<file path="src/rtl/ahb_master_arbiter.sv">
// ahb_master_arbiter
//   Shares one AHB-Lite bus between master 0 (CPU) and master 1 (DMA/debug).
//   Address-phase and data-phase ownership are tracked separately so the old
//   owner's last data phase overlaps the new owner's first address phase.
//   A losing master is stalled through its private HREADY_Mx; bursts
//   (owner showing SEQ/BUSY) are never split.
//
// Parameters: AW address width, DW data width.
// Ports:
//   HCLK, HRESETn                     clock, async active-low reset
//   H*_M0 / H*_M1 (in)                per-master address phase + write data
//   HREADY_M0/M1, HRDATA_M0/M1 (out)  per-master ready and read data
//   HADDR/HTRANS/HWRITE/HSIZE/HWDATA  muxed bus toward the interconnect
//   HREADY, HRDATA (in)               interconnect response
//   HMASTER (out)                     current address-phase owner
//
// Build option: define AHB_ARB_RR_EN for round-robin on contention;
// otherwise master 0 has fixed priority.

module ahb_master_arbiter #(
    parameter int AW = 32,
    parameter int DW = 32
) (
    input  logic          HCLK,
    input  logic          HRESETn,
    input  logic [AW-1:0] HADDR_M0,
    input  logic [1:0]    HTRANS_M0,
    input  logic          HWRITE_M0,
    input  logic [2:0]    HSIZE_M0,
    input  logic [DW-1:0] HWDATA_M0,
    input  logic [AW-1:0] HADDR_M1,
    input  logic [1:0]    HTRANS_M1,
    input  logic          HWRITE_M1,
    input  logic [2:0]    HSIZE_M1,
    input  logic [DW-1:0] HWDATA_M1,
    output logic          HREADY_M0,
    output logic          HREADY_M1,
    output logic [DW-1:0] HRDATA_M0,
    output logic [DW-1:0] HRDATA_M1,
    output logic [AW-1:0] HADDR,
    output logic [1:0]    HTRANS,
    output logic          HWRITE,
    output logic [2:0]    HSIZE,
    output logic [DW-1:0] HWDATA,
    input  logic          HREADY,
    input  logic [DW-1:0] HRDATA,
    output logic          HMASTER
);

    localparam logic [1:0] TR_BUSY = 2'b01;
    localparam logic [1:0] TR_SEQ  = 2'b11;

    typedef struct packed {
        logic [AW-1:0] addr;
        logic [1:0]    trans;
        logic          write;
        logic [2:0]    size;
    } addr_ph_t;

    addr_ph_t      m_ph   [2];
    logic [DW-1:0] m_wdata[2];
    logic [1:0]    req;
    addr_ph_t      bus_ph;

    logic addr_own, data_own, data_vld;
    logic nxt_own, hold, ctn_win;

    assign m_ph[0]    = {HADDR_M0, HTRANS_M0, HWRITE_M0, HSIZE_M0};
    assign m_ph[1]    = {HADDR_M1, HTRANS_M1, HWRITE_M1, HSIZE_M1};
    assign m_wdata[0] = HWDATA_M0;
    assign m_wdata[1] = HWDATA_M1;
    assign req        = {HTRANS_M1[1], HTRANS_M0[1]};

    assign bus_ph  = m_ph[addr_own];
    assign HADDR   = bus_ph.addr;
    assign HTRANS  = bus_ph.trans;
    assign HWRITE  = bus_ph.write;
    assign HSIZE   = bus_ph.size;
    assign HWDATA  = m_wdata[data_own];
    assign HMASTER = addr_own;

    assign HRDATA_M0 = HRDATA;
    assign HRDATA_M1 = HRDATA;

    // A master sees the real HREADY while it owns either phase; otherwise it
    // is stalled only if it is trying to start a transfer.
    assign HREADY_M0 = (!addr_own || (data_vld && !data_own)) ? HREADY : !req[0];
    assign HREADY_M1 = ( addr_own || (data_vld &&  data_own)) ? HREADY : !req[1];

    // Owner mid-burst keeps the bus.
    assign hold = (bus_ph.trans == TR_SEQ) || (bus_ph.trans == TR_BUSY);

`ifdef AHB_ARB_RR_EN
    logic last_gnt;

    assign ctn_win = !last_gnt;

    always_ff @(posedge HCLK or negedge HRESETn) begin
        if (!HRESETn)
            last_gnt <= 1'b1;
        else if (HREADY && !hold && (&req))
            last_gnt <= ctn_win;
    end
`else
    assign ctn_win = 1'b0;
`endif

    always_comb begin
        nxt_own = addr_own;
        if (!hold) begin
            case (req)
                2'b01:   nxt_own = 1'b0;
                2'b10:   nxt_own = 1'b1;
                2'b11:   nxt_own = ctn_win;
                default: nxt_own = addr_own;   // nobody asks: park
            endcase
        end
    end

    always_ff @(posedge HCLK or negedge HRESETn) begin
        if (!HRESETn) begin
            addr_own <= 1'b0;
            data_own <= 1'b0;
            data_vld <= 1'b0;
        end else if (HREADY) begin
            addr_own <= nxt_own;
            data_own <= addr_own;
            data_vld <= bus_ph.trans[1];
        end
    end

endmodule

</file>
<file path="config.mk">
export PLATFORM = sky130hd
export DESIGN_NAME = ahb_master_arbiter
export DESIGN_NICKNAME = d
export VERILOG_FILES = /design/src/rtl/ahb_master_arbiter.sv
export SDC_FILE = /design/constraint.sdc
export NUM_CORES = 1
export LEC_CHECK = 0
export ABC_AREA = 1
export BUFFER_PORTS_ARGS = -buffer_cell sky130_fd_sc_hd__buf_2
export CORE_AREA = 2 2 121 123
export DETAILED_ROUTE_END_ITERATION = 10
export DIE_AREA = 0 0 123 125
export SLEW_MARGIN = 20
export SYNTH_ARGS = -nofsm -noshare
export SYNTH_HDL_FRONTEND = slang
export SYNTH_SLANG_ARGS = --single-unit
</file>
<file path="constraint.sdc">
create_clock -name HCLK -period 1.03 [get_ports HCLK]
set_clock_uncertainty 0.15 [all_clocks]
set_input_delay 0.0515 -clock HCLK [delete_from_list [all_inputs] [get_ports HCLK]]
set_output_delay 0.0515 -clock HCLK [all_outputs]
set_load 0.005 [all_outputs]
</file>
Yosys cells after proc, flatten, opt, wreduce, memory -nomap -nowiden
Index checks and enable logic that the tools add are counted.
{"block": "classes", "addsub": 0, "multipliers": 0, "div_mod_pow": 0, "magnitude_cmp": 2, "eq_ne": 5, "n_shift": 0, "muxes": 9, "bitwise": 3, "n_reduce_logical": 12}
{"cell": "$mux 38", "count": 3}
{"cell": "$mux 32", "count": 3}
{"cell": "$eq 2x2->1 const B", "count": 3}
{"cell": "$eq 2x1->1 const B", "count": 2}
{"cell": "$ge 2x2->1 const B", "count": 2}
{"cell": "$logic_not 1->1", "count": 4}
{"cell": "$not 1->2", "count": 2}
{"cell": "$logic_or 1x1->1", "count": 3}
{"cell": "$reduce_and 3->1", "count": 1}
{"cell": "$logic_and 1x1->1", "count": 2}
{"cell": "$mux 1", "count": 2}
{"cell": "$pmux 1 s2", "count": 1}
{"cell": "$reduce_bool 2->1", "count": 1}
{"cell": "$reduce_or 2->1", "count": 1}
{"cell": "$not 1->1", "count": 1}
{"block": "totals", "reg_bits": 3, "latch_bits": 0, "ram_bits": 0, "romBits": 0, "input_bits": 175, "out_inout_bits": 137, "word_cells": 34, "n_memories": 0}

Logic depth before layout (Yosys ltp)
Gate-level depths: netlist (run 1).
{"block": "logic_depth", "depth_word": 8, "depth_mapped": 6, "ltp_nobuf": 5}

Worst setup path before layout (run 1)
OpenSTA, ideal clock, no wires.
{"block": "synth_timing", "kind": "reg-to-reg", "startpoint": "register addr_own, in the netlist HMASTER", "endpoint": "register addr_own, in the netlist HMASTER", "setup_ns": 0.119, "arrival_time_ns": 0.849, "required_time_ns": 0.761, "path_slack_ns": -0.088, "path_stages_with_launch": 7, "path_buffers": 2, "synth_period_minus_slack_ns": 1.118, "cell_sequence": "dfrtp_1 -> buf_6 -> inv_2 -> buf_6 -> nand2_1 -> nand2_1 -> a21oi_2"}
{"block": "synth_via", "elab_chain_cells": 8, "elab_cells_between_ends": 9, "cone_classes": "eq/ne: 2; mux: 3; bitwise: 2; reduce/logical: 2"}
{"element": "start, declared", "line": "65", "text": "logic addr_own, data_own, data_vld;"}
{"element": "start signal, assigned", "line": "126", "text": "addr_own <= nxt_own;"}
{"element": "$not 1->2 (not written as such) *", "line": "74", "text": "assign bus_ph = m_ph[addr_own];"}
{"element": "$mux 38 (not written as such) * (3 in series)", "line": "74"}
{"element": "$eq 2x2->1 or $eq 2x1->1 (tied branches)", "line": "91", "text": "assign hold = (bus_ph.trans == TR_SEQ) || (bus_ph.trans == TR_BUSY);"}
{"element": "$logic_or 1x1->1 *", "line": "91"}
{"element": "$not 1->1 (no line) *"}
{"element": "$reduce_and 3->1 (no line) *"}
Mark *: on every way between the ends. The rest lies on a longest branch, timed or not. The select of a mux whose other input is x is not followed.
A chain may end at the register's enable or synchronous reset.

Worst setup path in the final report (run 1)
{"block": "layout_timing", "startpoint": "register data_own", "endpoint": "output port HWDATA[19]"}
{"block": "layout_via", "elab_chain_cells": 4}
{"element": "start, declared", "line": "65"}
{"element": "start signal, assigned", "line": "127", "text": "data_own <= addr_own;"}
{"element": "$not 1->2 (not written as such)", "line": "79", "text": "assign HWDATA = m_wdata[data_own];"}
{"element": "$mux 32 (not written as such) (3 in series)", "line": "79"}
{"element": "end, declared", "line": "44", "text": "output logic [DW-1:0] HWDATA,"}
Every way passes these cells. The select of a mux whose other input is x is not followed.

==> summary.txt, run 1 <==
Outcome
  • Run status: finished with violations
  • Failing checks: negative hold slack, negative setup slack

Detailed routing
  • WL/cell: 11.62 µm
  • Routed Antenna Nets: 0
  • Via Count: 2,569
  • First-pass DRT Iterations: 4
  • Via density: 3.675
  • # DRC: 0
  • Detailed router's first-iteration violation count: 50
  • Post-Route WL: 8121 µm

Final layout
  • Final Instance Count excl. Fillers: 699
  • Area grow syn2layout: 112.5%
  • Post-route design area: 3313 µm²
  • Share of layout cells above drive strength 1: 57.28%
  • Antenna Cells: 0
  • FILL cells: 1,592
  • Fin nets: 691

GRT
  • Initial antenna violation count: 0
  • Pin count of the biggest net entering global routing: 26
  • First-pass GRT wire length: 10,180 µm
  • Remaining global-route overflow: 0
  • GR Util All Layers: 8.433%
  • Number of global-route vias before repair: 2,273

Placement
  • Routability cong.: 0.8262
  • Placed cells: 653
  • # port buffers: 215
  • DP Area: 2427 µm²
  • Post-DP HPWL: 5824 µm

Clock tree
  • Reg clk slew, reported paths: 0.03 ns
  • Clock tree root driver cell: clkbuf_16
  • Skew-Pair Late Insertion Delay: 0.22 ns
  • CTS tree: built
  • Max Root-Sink Buffers: 2
  • Clock sinks: 3
  • Inserted Clock Buffers: 3
  • H-tree levels: 1

STA
  • Final worst slack: -0.4010 ns
  • RSZ-0062 raised after global routing: yes
  • Final setup violation count: 76
  • Hold Slack: -0.001315 ns
  • Count of pins over their slew limit: 0
  • Slew headroom: 86.02%
  • Max Clock Freq: 0.6988 GHz
  • Fin crit share: 138.9%
  • TNS Setup: -26.61 ns
  • Min Clock Period, post-route: 1.431 ns
  • Final Hold Fails: 1
  • Slew at the pin with the worst max-slew slack: 0.2096 ns

Floorplan
  • I/O pin count: 312
  • Std cell rows: 44
  • Core area: 14,200 µm²
  • Die width: 123 µm
  • Die Ht: 125 µm
  • DIE AREA: 15,380 µm²
  • Initial core utilization: 10.98%

Critical path
  • CP required: 0.83 ns
  • Critical Path AT: 1.23 ns
  • Worst Setup Path Type: register to output port
  • Crit path max-delay cell type: dfrtp_2
  • Critical path peak fanout: 7
  • CP max stage delay: 0.43 ns
  • Crit path capture type: output port
  • Cell Chain, Critical Path: clkinv_4 > clkbuf_16 > nand2_2 > nand2_1 > buf_2
  • Startpoint Class: register

Synthesis
  • Synth top area share: 53.93%
  • Count of cell types in the netlist: 12
  • Synth async-reset ratio: 100.0%
  • Sequential element share of the synthesized area: 4.815%
  • Syn Area/Cell: 4.857 µm²
  • Synth Warn #: 0
  • Post-synth EDFFs: 0
  • Most frequent cell after synthesis: nand2_1
  • Synth area leader: nand2_1
  • Flops & latches, synth: 3
  • Predominant post-synthesis flop cell: dfrtp_1
  • Post-synthesis cell area: 1559 µm²
  • Synthesized Nets: 496
  • Area contributors post-synth: nand2_1 (54%), buf_4 (32%), dfrtp_1 (4.8%)
  • Post-synth top cells: nand2_1 (224), buf_4 (67), buf_2 (11), inv_1 (6), dfrtp_1 (3)
  • Synthesized instance count: 321

Power and ir drop
  • Peak supply drop: 0.3072 mV
  • Pwr/cell area: 909.1 nW/µm²
  • Leakage power: 1.994 nW
  • Total power: 3.012 mW

Hold path
  • Hold Path Class: primary input to register

Run
  • Max cap viols: 0
==> critical path: cells and delay by family, from the launching register on <==
kind	cells	cell delay, ns
AND/OR/NAND/NOR	2	0.10
buffers and inverters	3	0.47
flip-flops	1	0.43
==> flip-flops by register name, summed over array words and instances, names as in the netlist <==
signal / flops
HMASTER: 1
data_own: 1
data_vld: 1
==> area by class of cell <==
cell class	count	area, µm²	area share, %
timing repair buffer	271	1797	54.23
multi-input combinational	229	1090	32.89
tap	184	230.2	6.949
clock buffer	4	78.83	2.379
sequential	3	77.57	2.341
inverter	8	40.04	1.208
==> layer usage <==
layer  vias up  track usage (%)  wire length, µm
met3         8            2.099             1007
met2       199            18.49             4574
met4         0            3.209              162
met1      1089            6.589             2377
met5         -                0                0
li1       1273                -                -
==> cells by family after synthesis <==
logic type             Yosys count  share of synthesized area [%]
flip-flops                       3                          4.815
AND/OR/NAND/NOR                225                          54.25
buffers and inverters           89                          39.41
AO/OA/AOI/OAI                    4                          1.525
==> placed cells by master, fill, tap and decap left out <==
cell / instances
a21oi_2: 1
buf_12: 4
buf_16: 1
buf_2: 204
buf_4: 7
buf_6: 16
clkbuf_1: 1
clkbuf_16: 6
clkinv_4: 1
dfrtp_1: 1
dfrtp_2: 2
dlygate4sd3_1: 36
inv_1: 6
inv_6: 1
nand2_1: 174
nand2_2: 34
nand2_4: 16
nand3_1: 1
o21ai_1: 1
o21ai_2: 1
o21ai_4: 1
==> metrics by stage <==
step                util, %  worst slack, ns
floorplan                 -         -0.08443
global placement      17.09          -0.1690
detailed placement    17.09          -0.1825
CTS                   20.85          -0.3868
global route          23.33          -0.4590
finish                23.33          -0.4010
==> worst paths after layout <==
path,from,to,slack (ns),cells after the start
setup / recovery,data_own,HWDATA[19],-0.40,5
hold / removal,HREADY,data_own,-0.001,3
setup reg to reg,HMASTER,data_vld,-0.08,5
hold reg to reg,data_vld,data_vld,0.45,2
max in group asynchronous,HRESETn,data_own,0.57,2
min in group asynchronous,HRESETn,HMASTER,0.05,2
==> power by group <==
group / internal (mW) / switching, mW / total [mW] / leakage, nW
Combinational: 1.17 / 1.06 / 2.22 / 1.92
Clock: 0.511 / 0.107 / 0.618 / 0.0382
Sequential: 0.138 / 0.0334 / 0.171 / 0.0356
==> timing repair <==
action,in CTS,in global routing
cloned,1,4
hold endpoints to repair,70,0
gates resized for setup,18,75
hold buffers,36,0
setup buffers,3,0
pin swaps,0,7
setup endpoints to repair,76,76
Power figures use the tool's default switching activity.
==> run 2: changes to the inputs <==
--- a/config.mk
+++ b/config.mk
@@ -10,6 +10,7 @@
 export CORE_AREA = 2 2 121 123
 export DETAILED_ROUTE_END_ITERATION = 10
 export DIE_AREA = 0 0 123 125
+export HOLD_SLACK_MARGIN = 0.05
 export SLEW_MARGIN = 20
 export SYNTH_ARGS = -nofsm -noshare
 export SYNTH_HDL_FRONTEND = slang
==> summary.txt, run 2 (synthesis gave the netlist of run 1 again) <==
Outcome
  • Run status: finished with violations
  • Failing checks: negative setup slack

Detailed routing
  • Routed Antenna Nets: 0
  • Post-Route WL: 8149 µm
  • WL/cell: 11.64 µm
  • Via Count: 2,570
  • Via density: 3.671
  • First-pass DRT Iterations: 4
  • Detailed router's first-iteration violation count: 31
  • # DRC: 0

Floorplan
  • DIE AREA: 15,380 µm²
  • I/O pin count: 312
  • Std cell rows: 44
  • Die Ht: 125 µm
  • Initial core utilization: 10.98%
  • Die width: 123 µm
  • Core area: 14,200 µm²

STA
  • RSZ-0062 raised after global routing: yes
  • Final Hold Fails: 0
  • Final worst slack: -0.4011 ns
  • Slew at the pin with the worst max-slew slack: 0.2154 ns
  • Fin crit share: 138.9%
  • Hold Slack: 0.02234 ns
  • Min Clock Period, post-route: 1.431 ns
  • Slew headroom: 85.64%
  • Max Clock Freq: 0.6988 GHz
  • Final setup violation count: 76
  • Count of pins over their slew limit: 0

Critical path
  • Critical path peak fanout: 7
  • R2R Path End: data_vld
  • Crit path capture type: output port
  • Startpoint Class: register
  • R2R depth: 5
  • CP required: 0.83 ns
  • R2r startpoint: HMASTER
  • Worst R2R Setup Slack: -0.08 ns
  • Worst Setup Path Type: register to output port
  • Critical Path AT: 1.23 ns

Hold path
  • Hold Path Depth: 5
  • Min-delay src: HTRANS_M1[0]
  • Hold Path End: HMASTER
  • Hold Path Class: primary input to register

Final layout
  • Most common cell after layout, fill and taps aside: buf_2
  • Fin nets: 692
  • Antenna Cells: 0
  • Final Instance Count excl. Fillers: 700
  • Commonest non-fill, non-tap cells in the layout: buf_2 (204), nand2_1 (174), dlygate4sd3_1 (36), nand2_2 (34)
  • Share of layout cells above drive strength 1: 57.17%
  • Area grow syn2layout: 113.3%
  • FILL cells: 1,591

Clock tree
  • Skew-Pair Late Insertion Delay: 0.22 ns
  • Reg clk slew, reported paths: 0.03 ns
  • Max Root-Sink Buffers: 2
  • Clock tree root driver cell: clkbuf_16
  • CTS tree: built
  • Clock sinks: 3
  • H-tree levels: 1
  • Inserted Clock Buffers: 3

Placement
  • # port buffers: 215
  • Post-DP HPWL: 5824 µm
  • Placed cells: 653
  • Routability cong.: 0.8262

GRT
  • First-pass GRT wire length: 10,210 µm
  • Remaining global-route overflow: 0
  • GR Util All Layers: 8.452%
  • Number of global-route vias before repair: 2,275
  • Pin count of the biggest net entering global routing: 26
  • Initial antenna violation count: 0

Power and ir drop
  • Leakage power: 2.007 nW
  • Peak supply drop: 0.3150 mV
  • Total power: 3.016 mW
  • Pwr/cell area: 907.0 nW/µm²

Run
  • Max cap viols: 0
-- run 2: cell count changes in the layout (fill, tap and decap cells not counted), sizes merged --
cell,delta
dlymetal6s4s,+1
-- run 2: cell type report --
class                           count  area, µm²  share of cell area, %
Inverter                            8      40.04                  1.204
Multi-Input combinational cell    229       1090                  32.77
Sequential cell                     3      77.57                  2.333
Timing Repair Buffer              272       1809                  54.40
Clock buffer                        4      78.83                  2.370
Tap cell                          184      230.2                  6.923
-- run 2: repair_timing --
action,in CTS,in global routing
setup endpoints to repair,76,76
hold buffers,37,0
gates resized for setup,18,76
pin swaps,0,7
endpoints found under the hold margin,70,0
gates cloned,1,4
setup buffers,3,0
-- run 2: critical path, stage by stage, from the launching register on --
cell,delay [ns]
dfrtp_2,0.43
clkinv_4,0.15
clkbuf_16,0.20
nand2_2,0.05
nand2_1,0.05
buf_2,0.12
-- run 2: where the power goes --
part	internal (mW)	switching [mW]	total [mW]
combinational	1.17	1.06	2.23
clock	0.511	0.106	0.617
sequential	0.137	0.0334	0.171
-- run 2: stage by stage --
step	TNS [ns]	utilization [%]	cell area (µm²)	setup WS (ns)
final	-26.57	23.41	3326	-0.4011
after global routing	-30.80	23.41	3326	-0.4590
after CTS	-25.23	20.92	2972	-0.3868
after detailed placement	-8.872	17.09	2427	-0.1825
after global placement	-8.394	17.09	2427	-0.1690
after floorplan	-0.7750	-	1564	-0.08443
-- run 2: how the worst max path moves through the flow --
stage / from / cells after the start / end / slack (ns)
after global placement: HMASTER / 5 / HADDR[8] / -0.17
final: data_own / 5 / HWDATA[19] / -0.40
after global routing: data_own / 5 / HWDATA[19] / -0.46
after CTS: HMASTER / 5 / HADDR[8] / -0.39
after floorplan: HMASTER / 6 / HMASTER / -0.08
after detailed placement: HMASTER / 3 / HTRANS[1] / -0.18
-- run 2: per-layer routing --
metal	share of wire (%)	GRT usage (%)	wire length [µm]	vias up
met5	0	0	0	-
met4	2.0	3.209	161	0
met3	12	2.099	993	8
met2	56	18.39	4572	196
met1	30	6.727	2421	1094
li1	-	-	-	1272
